==> src/rtl/divider_32bit.sv <==
// Multi-cycle restoring divider for DIV/DIVU: one shift-and-subtract step per clock,
// followed by a sign fix-up cycle and a single-cycle done pulse.
module divider_32bit (
    input  logic        clk,
    input  logic        reset,
    input  logic        start,
    input  logic        is_signed,
    input  logic [31:0] dividend,
    input  logic [31:0] divisor,
    output logic        busy,
    output logic        done,
    output logic [31:0] quotient,
    output logic [31:0] remainder,
    output logic        div_by_zero
);

    typedef enum logic [1:0] {IDLE, RUN, FIX, DONE} state_t;

    state_t      state, state_next;
    logic [32:0] part_rem;
    logic [31:0] dvd_mag;     // shifts out dividend bits, shifts in quotient bits
    logic [31:0] dsr_mag;
    logic [31:0] dvd_raw;
    logic [4:0]  count;
    logic        sgn_op, neg_dvd, neg_dsr, dsr_zero;
    logic [32:0] shifted, trial;

    always_comb begin
        shifted = {part_rem[31:0], dvd_mag[31]};
        trial   = shifted - {1'b0, dsr_mag};
    end

    // NOTE: every signal assigned here gets a default first so no latch is inferred.
    always_comb begin
        state_next = state;
        unique case (state)
            IDLE: if (start) state_next = RUN;
            RUN:  if (count == 5'd31) state_next = FIX;
            FIX:  state_next = DONE;
            DONE: state_next = IDLE;
            default: state_next = IDLE;
        endcase
    end

    always_ff @(posedge clk or posedge reset) begin
        if (reset) state <= IDLE;
        else       state <= state_next;
    end

    always_ff @(posedge clk or posedge reset) begin
        if (reset) begin
            part_rem    <= '0;
            dvd_mag     <= '0;
            dsr_mag     <= '0;
            dvd_raw     <= '0;
            count       <= '0;
            sgn_op      <= 1'b0;
            neg_dvd     <= 1'b0;
            neg_dsr     <= 1'b0;
            dsr_zero    <= 1'b0;
            busy        <= 1'b0;
            done        <= 1'b0;
            quotient    <= '0;
            remainder   <= '0;
            div_by_zero <= 1'b0;
        end else begin
            busy <= (state_next != IDLE);
            done <= (state == FIX);
            case (state)
                IDLE: if (start) begin
                    sgn_op   <= is_signed;
                    neg_dvd  <= is_signed & dividend[31];
                    neg_dsr  <= is_signed & divisor[31];
                    dsr_zero <= (divisor == 32'd0);
                    dvd_raw  <= dividend;
                    dvd_mag  <= (is_signed & dividend[31]) ? -dividend : dividend;
                    dsr_mag  <= (is_signed & divisor[31])  ? -divisor  : divisor;
                    part_rem <= '0;
                    count    <= '0;
                end
                RUN: begin
                    // trial[32] set means the subtraction went negative: restore
                    part_rem <= trial[32] ? shifted : trial;
                    dvd_mag  <= {dvd_mag[30:0], ~trial[32]};
                    count    <= count + 5'd1;
                end
                FIX: begin
                    div_by_zero <= dsr_zero;
                    if (dsr_zero) begin
                        quotient  <= 32'hFFFF_FFFF;
                        remainder <= dvd_raw;
                    end else begin
                        quotient  <= (sgn_op & (neg_dvd ^ neg_dsr)) ? -dvd_mag : dvd_mag;
                        remainder <= (sgn_op & neg_dvd) ? -part_rem[31:0] : part_rem[31:0];
                    end
                end
                default: ;
            endcase
        end
    end

endmodule

==> config.mk <==
export PLATFORM = sky130hd
export DESIGN_NAME = divider_32bit
export DESIGN_NICKNAME = d
export VERILOG_FILES = /design/src/rtl/divider_32bit.sv
export SDC_FILE = /design/constraint.sdc
export NUM_CORES = 1
export LEC_CHECK = 0
export ABC_CLOCK_PERIOD_IN_PS = 6200
export CELL_PAD_IN_SITES_DETAIL_PLACEMENT = 0
export CELL_PAD_IN_SITES_GLOBAL_PLACEMENT = 2
export CORE_MARGIN = 2
export CORE_UTILIZATION = 31
export DETAILED_ROUTE_END_ITERATION = 16
export PLACE_DENSITY_LB_ADDON = 0.1
export SLEW_MARGIN = 20
export SYNTH_ARGS = -nofsm -noshare
export SYNTH_HDL_FRONTEND = slang
export SYNTH_SLANG_ARGS = --single-unit
==> constraint.sdc <==
create_clock -name clk -period 6.2 [get_ports clk]
set_input_delay 0.62 -clock clk [delete_from_list [all_inputs] [get_ports clk]]
set_output_delay 0.62 -clock clk [all_outputs]
set_load 0.005 [all_outputs]
Word level (Yosys, flattened, before mapping)

Index checks and enable logic that the tools add are counted.

Flip-flop bits (word level): 206
Bits of input ports: 68
Output and inout bits: 67
Word-level logic and storage cells: 54

Add/subtract/negate cells: 6
Eq/ne operators: 5
Multiplexer cells: 16
Bitwise gates (word level): 6
Reduce and logical (&&, ||, !) cells: 6

Operators with widths:

| operator                                      | number |
|---|---|
| two-way mux 32 bit                            | 9 |
| negator 32 bit                                | 4 |
| case mux 32 bit (2 select lines)              | 2 |
| subtractor 33 x 32 -> 33 bit                  | 1 |
| zero test 32 bit                              | 1 |
| case mux 5 bit (2 select lines)               | 1 |
| case mux 2 bit (4 select lines)               | 1 |
| adder 5 x 1 -> 5 bit, second input constant   | 1 |
| == test 5 bit, second input constant          | 1 |
| two-way mux 5 bit                             | 1 |
| bitwise AND 1 bit                             | 4 |
| == test 2 bit, second input constant          | 2 |
| two-way mux 2 bit                             | 2 |
| AND reduction 2 bit                           | 2 |
| nonzero test 2 bit                            | 2 |
| == test 2 x 1 -> 1 bit, second input constant | 1 |
| zero test 2 bit                               | 1 |
| != test 2 bit, second input constant          | 1 |
| NOT 1 bit                                     | 1 |
| XOR 1 bit                                     | 1 |

Longest topological paths before layout

Gate-level depths: netlist (run 1).

Word-level depth: 4
Gate-level depth with buffers: 12
Depth with buffers taken out: 11

Worst setup path after synthesis (run 1)

Ideal clock, no wire load.

Path kind: reg2reg
Start: register dvd_mag[31]
End: register part_rem[10]
Library setup time: 0.134 ns
Data arrival time: 2.720 ns
Required time: 6.066 ns
Slack: 3.347 ns
Cell stages (with the launch flop): 13
Path buffers: 1
Period minus slack after synthesis: 2.853 ns
Cells stage by stage: dfrtp_1 > inv_1 > ha_1 > fa_1 > nand2b_1 > a21oi_1 > o21ai_0 > a21oi_1 > a31oi_1 > xnor2_2 > buf_2 > mux2i_1 > o21ai_0

Longest elaborated chain between the ends: 3

Ends and longest elaborated chain:

| element                          | RTL line | source |
|---|---|---|
| start: declaration               | 21       | `logic [31:0] dvd_mag;` |
| start signal: assignment         | 76       | `dvd_mag <= (is_signed & dividend[31]) ? -dividend : dividend;` |
| start signal: assignment         | 84       | `dvd_mag <= {dvd_mag[30:0], ~trial[32]};` |
| subtractor 33 x 32 -> 33 bit     | 30       | `trial = shifted - {1'b0, dsr_mag};` |
| two-way mux 32 bit               | 83       | `part_rem <= trial[32] ? shifted : trial;` |
| case mux 32 bit (2 select lines) | 69       | `case (state)` |
| end signal: assignment           | 83       |  |
| end: declaration                 | 20       | `logic [32:0] part_rem;` |

No other way between the ends.
A chain may end at the register's enable or synchronous reset.

Final worst setup path (run 1)

Start: register dvd_mag[31]
End: register part_rem[0]

Longest elaborated chain between the ends: 3

Ends and longest elaborated chain:

| element                            | RTL line |
|---|---|
| subtractor 33 x 32 -> 33 bit       | 30 |
| two-way mux 32 bit *               | 83 |
| case mux 32 bit (2 select lines) * | 69 |

Mark *: on every way between the ends. The rest lies on a longest branch, timed or not.

==> impl_metrics.ini, run 1 <==
[global_route]
grt_pass1_wl_um = 61500
grt_pass1_vias = 10900
grt_max_degree = 173
grt_usage_pct = 18.3
antenna_found_initial = 0
grt_overflow_total = 0

[final_layout]
layout.nets = 1714
layout_common_cells = nand2_1, dfrtp_1, o21ai_0, a21oi_1, clkdlybuf4s50_1
stdcell_count = 2160
area_delta_synth_final_pct = 21.9
diodes = 0
final_common_cell = nand2_1
drive_above_1_share_pct = 5.41

[setup_path]
crit_type = flip-flop to flip-flop
worstPathArrival_ns = 4.29
endpoint_kind = flip-flop
critPathMaxFanout = 15
cp.required_ns = 6.63
start_kind = flip-flop

[timing]
setup_viol = 0
hold_viol = 0
maxClockFrequency_mhz = 259
slew_violations = 0
period_share_pct = 62.3
setup_tns_ns = 0
tightest_slew_ns = 1.03
period_needed_ns = 3.86
rsz0062_at_grt = false
fin_hold_ws_ns = 0.470
slew_headroom_pct = 31.3
finClkSkew_ns = 0.0173

[clocking]
clock-sinks = 206
post_cts_buffers = 0
numCtsBuffers = 27
clkTransAtPathRegs_ns = 0.06
clock_latency_ns = 0.55
cts-root-buf = clkbuf_16
clock_path_buffers = 3
ctsHoldBuffers = 0
htree_levels = 1
tritoncts = built
cts-resized-gates = 0

[power_and_ir_drop]
power.density_nw_per_um2 = 546
p_sw_share_pct = 43.1
ir_worst_vdd_mv = 0.192
p_comb_share_pct = 51.1
p_leak_nw = 6.56
clkPwrFrac_pct = 19.6
seqPwrFrac_pct = 29.3
power.switching_w = 0.00363
p_total_w = 0.00842
internal_power_w = 0.00479

[floorplan]
start_util_pct = 31.2
ioPinCount = 135
dieHeight_um = 206
die_area_um2 = 42500
fp.dieW_um = 206
core-area_um2 = 40600
row_count = 74

[detailed_routing]
routed_wl_um = 38100
via_per_inst = 4.96
route.vias.total = 10700
first_iter_violations = 539
postRouteAntennaNets = 0
routedWlPerCell_um = 17.7
route.detailed.drc = 0
firstDrtPassIters = 5

[logic_synthesis]
synth_edf_count = 0
synth_ff_type = dfrtp_1
synth_seq_cells = 206
synth_nets = 1615
avgSynthCellArea_um2 = 8.40
ys_types = 72
async_flop_share_pct = 100
yosysSeqAreaShare_pct = 40.7
netlist_area_um2 = 12700
synth_warnings = 0
postSynthCellCount = 1508

[placement]
place_congestion = 0.824
dp_hpwl_um = 28000
portBuffers = 134
placed_cells = 2110

[outcome]
outcome = complete, no violations

[flow_run]
maxCapViolCount = 0

[min_path]
hold_class = flip-flop to flip-flop
## cells in the mapped netlist (3+ instances only)
library cell	instances	share of area, %
nand2_1	259	7.7
dfrtp_1	206	41
o21ai_0	174	6.9
a21oi_1	139	5.5
nor2_1	114	3.4
xnor2_1	76	5.3
xor2_1	67	4.6
clkbuf_1	65	1.9
inv_1	56	1.7
ha_1	38	3.8
a22oi_1	26	1.5
mux2i_1	23	1.8
nor3_1	20	0.79
o31ai_1	18	1.1
nor4_1	15	0.74
a21o_1	14	0.83
or3_1	13	0.64
a31oi_1	12	0.59
nand2b_1	12	0.59
a32oi_1	11	0.76
nor2b_1	11	0.54
and3_1	9	0.44
o41ai_1	9	0.62
nand4_1	8	0.40
and2_1	7	0.35
nand3_1	7	0.28
o21ai_1	7	0.28
buf_2	6	0.24
a211oi_1	5	0.30
o211ai_1	5	0.30
o22ai_1	5	0.25
o31a_1	5	0.35
or4_1	5	0.30
buf_1	4	0.12
o21a_1	4	0.24
or2_2	4	0.20
a21boi_0	3	0.18
nor3b_1	3	0.18
or3b_2	3	0.21
## final cells by class
type                       count  area, um^2
tap                          532         666
fill                        4269       25100
inverter                      57         218
timing repair buffer         148        1460
sequential                   206        5160
clock inverter                10         160
clock buffer                  40         785
multi-input combinational   1167        6990
## power by group through the flow
stage	Sequential (W)	Combinational, W	Clock (W)
after CTS	0.00247	0.00435	0.00172
after global routing	0.00256	0.00492	0.00177
after floorplan	0.00228	0.00329	0
after detailed placement	0.00249	0.00433	0
final	0.00247	0.00430	0.00165
after global placement	0.00248	0.00433	0
## per-layer routing
layer  share of wire, %  global-route usage [%]  wire, um  up-vias
li1                   -                       -         -     5468
met1                 47                    24.4     17800     4977
met2                 46                    30.8     17700      207
met3                4.2                    2.41      1620       60
met4                2.7                    5.61      1030        0
met5                  0                       0         0        -
## path summary, 6_finish.rpt
check / start / endpoint / slack [ns] / cells past startpoint
max: dvd_mag[31] / part_rem[0] / 2.34 / 12
min: quotient[30] / quotient[30] / 0.47 / 2
max reg2reg: dvd_mag[31] / part_rem[0] / 2.34 / 12
min reg2reg: quotient[30] / quotient[30] / 0.47 / 2
max in group asynchronous: reset / count[1] / 4.32 / 4
min in group asynchronous: reset / dsr_mag[5] / 0.55 / 3
## flip-flops by register name (all words and copies together), names as in the netlist, 2 cells and up
| register | cells |
|---|---|
| count | 5 |
| state | 2 |
| dvd_raw | 32 |
| remainder | 32 |
| part_rem | 32 |
| dsr_mag | 32 |
| quotient | 32 |
| dvd_mag | 32 |
## critical path, stage by stage, from the launching register on
cell and delay [ns]:
dfrtp_1 0.34, inv_1 0.11, ha_1 0.26, fa_1 0.43
nand2b_1 0.19, a21oi_1 0.22, o21ai_0 0.17, a21oi_1 0.43
a31oi_1 0.27, xnor2_2 0.56, buf_4 0.39, nand2_1 0.09
a32o_1 0.26
## cell families after synthesis
| group | synth area share, % |
|---|---|
| muxes | 1.91 |
| buffers and inverters | 4.28 |
| AOI/OAI and AO/OA | 21.0 |
| xor gates and xnor gates | 10.0 |
| and+or+nand+nor | 18.2 |
| DFF | 40.7 |
| adders and majority gates | 3.91 |
## metrics by stage
| step | setup WS (ns) | instance area, um^2 | util (%) |
|---|---|---|---|
| after floorplan | 2.91 | 12700 | - |
| after global placement | 2.36 | 14500 | 35.7 |
| after detailed placement | 2.29 | 14500 | 35.7 |
| after CTS | 2.26 | 15400 | 38.0 |
| after global routing | 2.02 | 15400 | 38.1 |
| final | 2.34 | 15400 | 38.1 |
Note: power is estimated with default switching activity, not from simulation.
==> inputs of run 2 (changes only) <==
- ABC_CLOCK_PERIOD_IN_PS: 6200 -> 3600
- CORE_UTILIZATION: 31 -> 35
- clock period: 6.2 -> 3.6 ns (I/O delays scaled with it)
==> run 2 against run 1 <==
Net effect: sequential cell count stayed put; sequential power grew 71%; setup slack worse by 2.0 ns; final cell count shrank 2.5%; combinational power rose by 77%; critical path depth increased by 1; critical path type unchanged.
==> impl_metrics.ini, run 2 (same netlist as run 1, synthesis figures left out) <==
[placement]
dpl-instance-area_um2 = 14600
dp_hpwl_um = 27700
place_congestion = 0.829
place_ws_ns = 0.133
portBuffers = 134

[timing]
period_needed_ns = 3.22
period_share_pct = 89.4
setup_tns_ns = 0
slew_violations = 0
setup_ws_ns = 0.380
slew_headroom_pct = 36.0
setup_viol = 0
rsz0062_at_grt = false
tightest_slew_ns = 0.960
maxClockFrequency_mhz = 311
hold_viol = 0
finClkSkew_ns = 0.0150

[setup_path]
crit_type = flip-flop to flip-flop
slowest_delay_ns = 0.39
r2r-end = part_rem[13]
reg2regPathDepth = 13
worstPathArrival_ns = 3.65
r2r_setup_slack_ns = 0.38
cp.required_ns = 4.04
cp_cell_sequence = inv_1 > ha_1 > fa_1 > nand2b_1 > a21oi_1 > o21ai_0 > a21oi_1 > a31oi_1 > buf_4 > xnor2_2 > buf_12 > nand2_1 > o21ai_0
worst_path_max_delay_cell = fa_1
start_kind = flip-flop
endpoint = part_rem[13]
endpoint_kind = flip-flop
critPathMaxFanout = 24
critPathLaunch = dvd_mag[31]
r2r-start = dvd_mag[31]

[power_and_ir_drop]
power.density_nw_per_um2 = 927
power.switching_w = 0.00622
internal_power_w = 0.00802
clkPwrFrac_pct = 16.9
p_comb_share_pct = 53.4
p_leak_nw = 6.61
ir_worst_vdd_mv = 0.600
seqPwrFrac_pct = 29.7
p_sw_share_pct = 43.7

[detailed_routing]
postRouteAntennaNets = 0
route.vias.total = 11000
routed_wl_um = 37000
route.detailed.drc = 0
first_iter_violations = 569
firstDrtPassIters = 4
via_per_inst = 5.20
routedWlPerCell_um = 17.5

[clocking]
clock_latency_ns = 0.54
cts-root-buf = clkbuf_16
clock-sinks = 206
clock_path_buffers = 3
htree_levels = 1
tritoncts = built
numCtsBuffers = 26
cts-resized-gates = 0
post_cts_buffers = 0
ctsHoldBuffers = 0
clkTransAtPathRegs_ns = 0.06

[final_layout]
final_common_cell = nand2_1
area_delta_synth_final_pct = 21.3
layout.nets = 1737
fillers = 3630
diodes = 0
fin_area_um2 = 15400
fin_util_pct = 43.2
layout_common_cells = nand2_1, dfrtp_1, o21ai_0, a21oi_1, clkdlybuf4s50_1
drive_above_1_share_pct = 6.32

[global_route]
grt_overflow_total = 0
grt_max_degree = 133
grt_usage_pct = 19.4
grt_pass1_wl_um = 60000
antenna_found_initial = 0
grt_pass1_vias = 10900

[flow_run]
maxCapViolCount = 0

[floorplan]
core-area_um2 = 35600
fp.dieW_um = 194
start_util_pct = 35.6
row_count = 69
die_area_um2 = 37700
dieHeight_um = 194
ioPinCount = 135

[min_path]
hold_class = primary input to asynchronous set/reset pin

[outcome]
outcome = complete, no violations
run 2: cell count changes in the layout (fill, tap and decap cells not counted):
cell | before | now
buf_4 | 13 | 36
bufinv_16 | 4 | 0
clkbuf_8 | 6 | 4
inv_6 | 2 | 0
buf_12 | 1 | 2
clkbuf_1 | 7 | 8
clkbuf_16 | 27 | 26
clkinv_2 | 3 | 4
clkinv_4 | 0 | 1
clkinv_8 | 0 | 1
clkinvlp_4 | 2 | 1
nor2_1 | 113 | 114
nor2_4 | 1 | 0
run 2: how the worst min path moves through the flow:
stage,startpoint,end,cells after the start
global placement,dvd_raw[29],dvd_raw[29],2
finish,reset,remainder[4],3
global route,reset,remainder[4],3
detailed placement,quotient[0],quotient[0],2
CTS,reset,remainder[8],3
floorplan,dvd_raw[24],dvd_raw[24],2
run 2: per-layer routing:
metal	global-route usage [%]	routed length (um)	up-vias
li1	-	-	5502
met4	4.52	763	0
met5	0	0	-
met3	2.09	1140	42
met1	26.2	17400	5213
met2	33.5	17600	201
run 2: power by group through the flow:
stage                     clock (W)  combinational (W)  sequential (W)
after detailed placement          0            0.00761         0.00425
after floorplan                   0            0.00566         0.00393
after CTS                   0.00249            0.00766         0.00422
final                       0.00241            0.00760         0.00423
after global routing        0.00258            0.00865         0.00437
after global placement            0            0.00759         0.00422
run 2: final cells by class:
type	instances	area, um^2	share of cell area [%]
clock buffers	38	736	4.79
clock inverters	6	45.0	0.293
inverters	57	218	1.42
multi-input cells	1167	6980	45.4
flip-flops and latches	206	5160	33.6
well taps	461	577	3.75
repair buffers	172	1650	10.7
run 2: worst max-delay path, delay by kind of cell (launching register included):
kind | cells | cell delay [ns]
simple gates | 2 | 0.41
buf+inv | 3 | 0.47
xor+xnor | 1 | 0.16
flops | 1 | 0.35
fa+ha+maj | 2 | 0.61
compound gates | 5 | 1.10
run 2: stage by stage:
stage	instances	hold WS (ns)	power, W
3_5_place_dp	2063	0.455	0.0119
6_report	2107	0.366	0.0142
5_1_grt	2107	0.432	0.0156
3_3_place_gp	2063	0.451	0.0118
4_1_cts	2107	0.375	0.0144
2_1_floorplan	1508	0.437	0.00959
==> inputs of run 3 (changes only) <==
- CTS_CLUSTER_DIAMETER: not set -> 40
==> run 3 against run 2 <==
Net effect: via count is 0.63% higher; setup slack better by 0.032 ns; routed wire length is 0.31% higher; sequential cell count stayed put; clock power is 61% higher; sequential power hardly changed; critical path depth stayed put; largest power group unchanged.
==> impl_metrics.ini, run 3 (same netlist as run 1, synthesis figures left out) <==
[detailed_routing]
first_iter_violations = 687
postRouteAntennaNets = 0
firstDrtPassIters = 5
route.vias.total = 11000
routed_wl_um = 37100
via_per_inst = 5.17
route.detailed.drc = 0
routedWlPerCell_um = 17.4

[final_layout]
multi_input_area_um2 = 6980
layout.nets = 1752
final_common_cell = nand2_1
fillers = 3569
drive_above_1_share_pct = 8.07
regArea_um2 = 5160
layout_common_cells = nand2_1, dfrtp_1, o21ai_0, a21oi_1, clkdlybuf4s50_1
area_delta_synth_final_pct = 26.2
diodes = 0
fin_util_pct = 44.9

[power_and_ir_drop]
p_leak_nw = 6.91
power.density_nw_per_um2 = 981
p_sw_share_pct = 41.0
clkPwrFrac_pct = 24.7
power.switching_w = 0.00643
internal_power_w = 0.00926
seqPwrFrac_pct = 27.0
ir_worst_vdd_mv = 0.583
p_comb_share_pct = 48.4

[setup_path]
critPathMaxFanout = 24
endpoint_kind = flip-flop
worstPathArrival_ns = 3.61
cp_cell_sequence = inv_1 > ha_1 > fa_1 > nand2b_1 > a21oi_1 > o21ai_0 > a21oi_1 > a31oi_1 > buf_4 > xnor2_2 > buf_12 > nand2_1 > o21ai_0
crit_type = flip-flop to flip-flop
start_kind = flip-flop
slowest_delay_ns = 0.39
cp.required_ns = 4.03
worst_path_max_delay_cell = fa_1

[flow_run]
maxCapViolCount = 0

[global_route]
grt_usage_pct = 19.6
grt_pass1_vias = 11000
grt_max_degree = 133
grt_pass1_wl_um = 60300
antenna_found_initial = 0
grt_overflow_total = 0

[clocking]
clock-sinks = 206
clock_path_buffers = 3
numCtsBuffers = 41
clkTransAtPathRegs_ns = 0.05
post_cts_buffers = 0
cts-root-buf = clkbuf_16
clock_latency_ns = 0.52
htree_levels = 2
tritoncts = built
ctsHoldBuffers = 0
cts-resized-gates = 0

[timing]
period_share_pct = 88.5
period_needed_ns = 3.19
setup_viol = 0
tightest_slew_ns = 0.958
finClkSkew_ns = 0.0217
hold_viol = 0
setup_tns_ns = 0
maxClockFrequency_mhz = 314
slew_headroom_pct = 36.1
rsz0062_at_grt = false
slew_violations = 0
fin_hold_ws_ns = 0.391

[placement]
place_congestion = 0.829
dp_hpwl_um = 27700
portBuffers = 134

[floorplan]
die_area_um2 = 37700
start_util_pct = 35.6
dieHeight_um = 194
ioPinCount = 135
fp.dieW_um = 194
row_count = 69
core-area_um2 = 35600

[min_path]
hold_class = primary input to asynchronous set/reset pin

[outcome]
outcome = complete, no violations
[run 3: cell count changes in the layout (fill, tap and decap cells not counted), moves of 2 or more]
cell | previous run | this run
clkbuf_16 | 26 | 41
bufinv_16 | 0 | 6
clkbuf_1 | 8 | 4
clkbuf_8 | 4 | 7
clkinv_2 | 4 | 7
clkinvlp_4 | 1 | 4
inv_6 | 0 | 2
[run 3: final timing paths]
| path | cells past startpoint | slack, ns | to | startpoint |
|---|---|---|---|---|
| worst min register to register | 2 | 0.46 | quotient[0] | quotient[0] |
| min in group clk | 2 | 0.46 | quotient[0] | quotient[0] |
| worst min-delay path | 3 | 0.39 | remainder[3] | reset |
| worst max register to register | 13 | 0.41 | part_rem[29] | dvd_mag[31] |
| worst max-delay path | 13 | 0.41 | part_rem[29] | dvd_mag[31] |
| max in group asynchronous | 4 | 2.32 | quotient[23] | reset |
[run 3: metal layers]
metal | wire, um | track usage (%)
met1 | 17100 | 25.8
met2 | 17700 | 33.8
met3 | 1650 | 2.92
met4 | 654 | 4.77
met5 | 0 | 0
[run 3: cell type report]
cell class                      instances  area share [%]
Sequential cell                       206            32.3
Tap cell                              461            3.61
Inverter                               57            1.36
Timing Repair Buffer                  172            10.3
Clock buffer                           52            7.11
Multi-Input combinational cell       1167            43.7
Clock inverter                         19            1.65
[run 3: power groups by stage]
stage	Combinational, W	Clock (W)	Sequential (W)
floorplan	0.00566	0	0.00393
global placement	0.00759	0	0.00422
detailed placement	0.00761	0	0.00425
CTS	0.00765	0.00397	0.00422
global route	0.00865	0.00407	0.00437
finish	0.00759	0.00387	0.00423
[run 3: worst max-delay path, delay by kind of cell (launching register included)]
kind | cells | cell delay (ns)
adder cells (fa/ha/maj) | 2 | 0.61
buffers and inverters | 3 | 0.47
AO/OA/AOI/OAI | 5 | 1.09
XOR/XNOR | 1 | 0.16
AND/OR/NAND/NOR | 2 | 0.42
flip-flops | 1 | 0.35
[run 3: per-stage QoR]
step | cells | instance area [um^2] | worst slack, ns | power [W]
2_1_floorplan | 1508 | 12700 | 0.568 | 0.00959
5_1_grt | 2134 | 16000 | 0.113 | 0.0171
6_report | 2134 | 16000 | 0.412 | 0.0157
3_5_place_dp | 2063 | 14600 | 0.133 | 0.0119
3_3_place_gp | 2063 | 14600 | 0.104 | 0.0118
4_1_cts | 2134 | 16000 | 0.383 | 0.0158
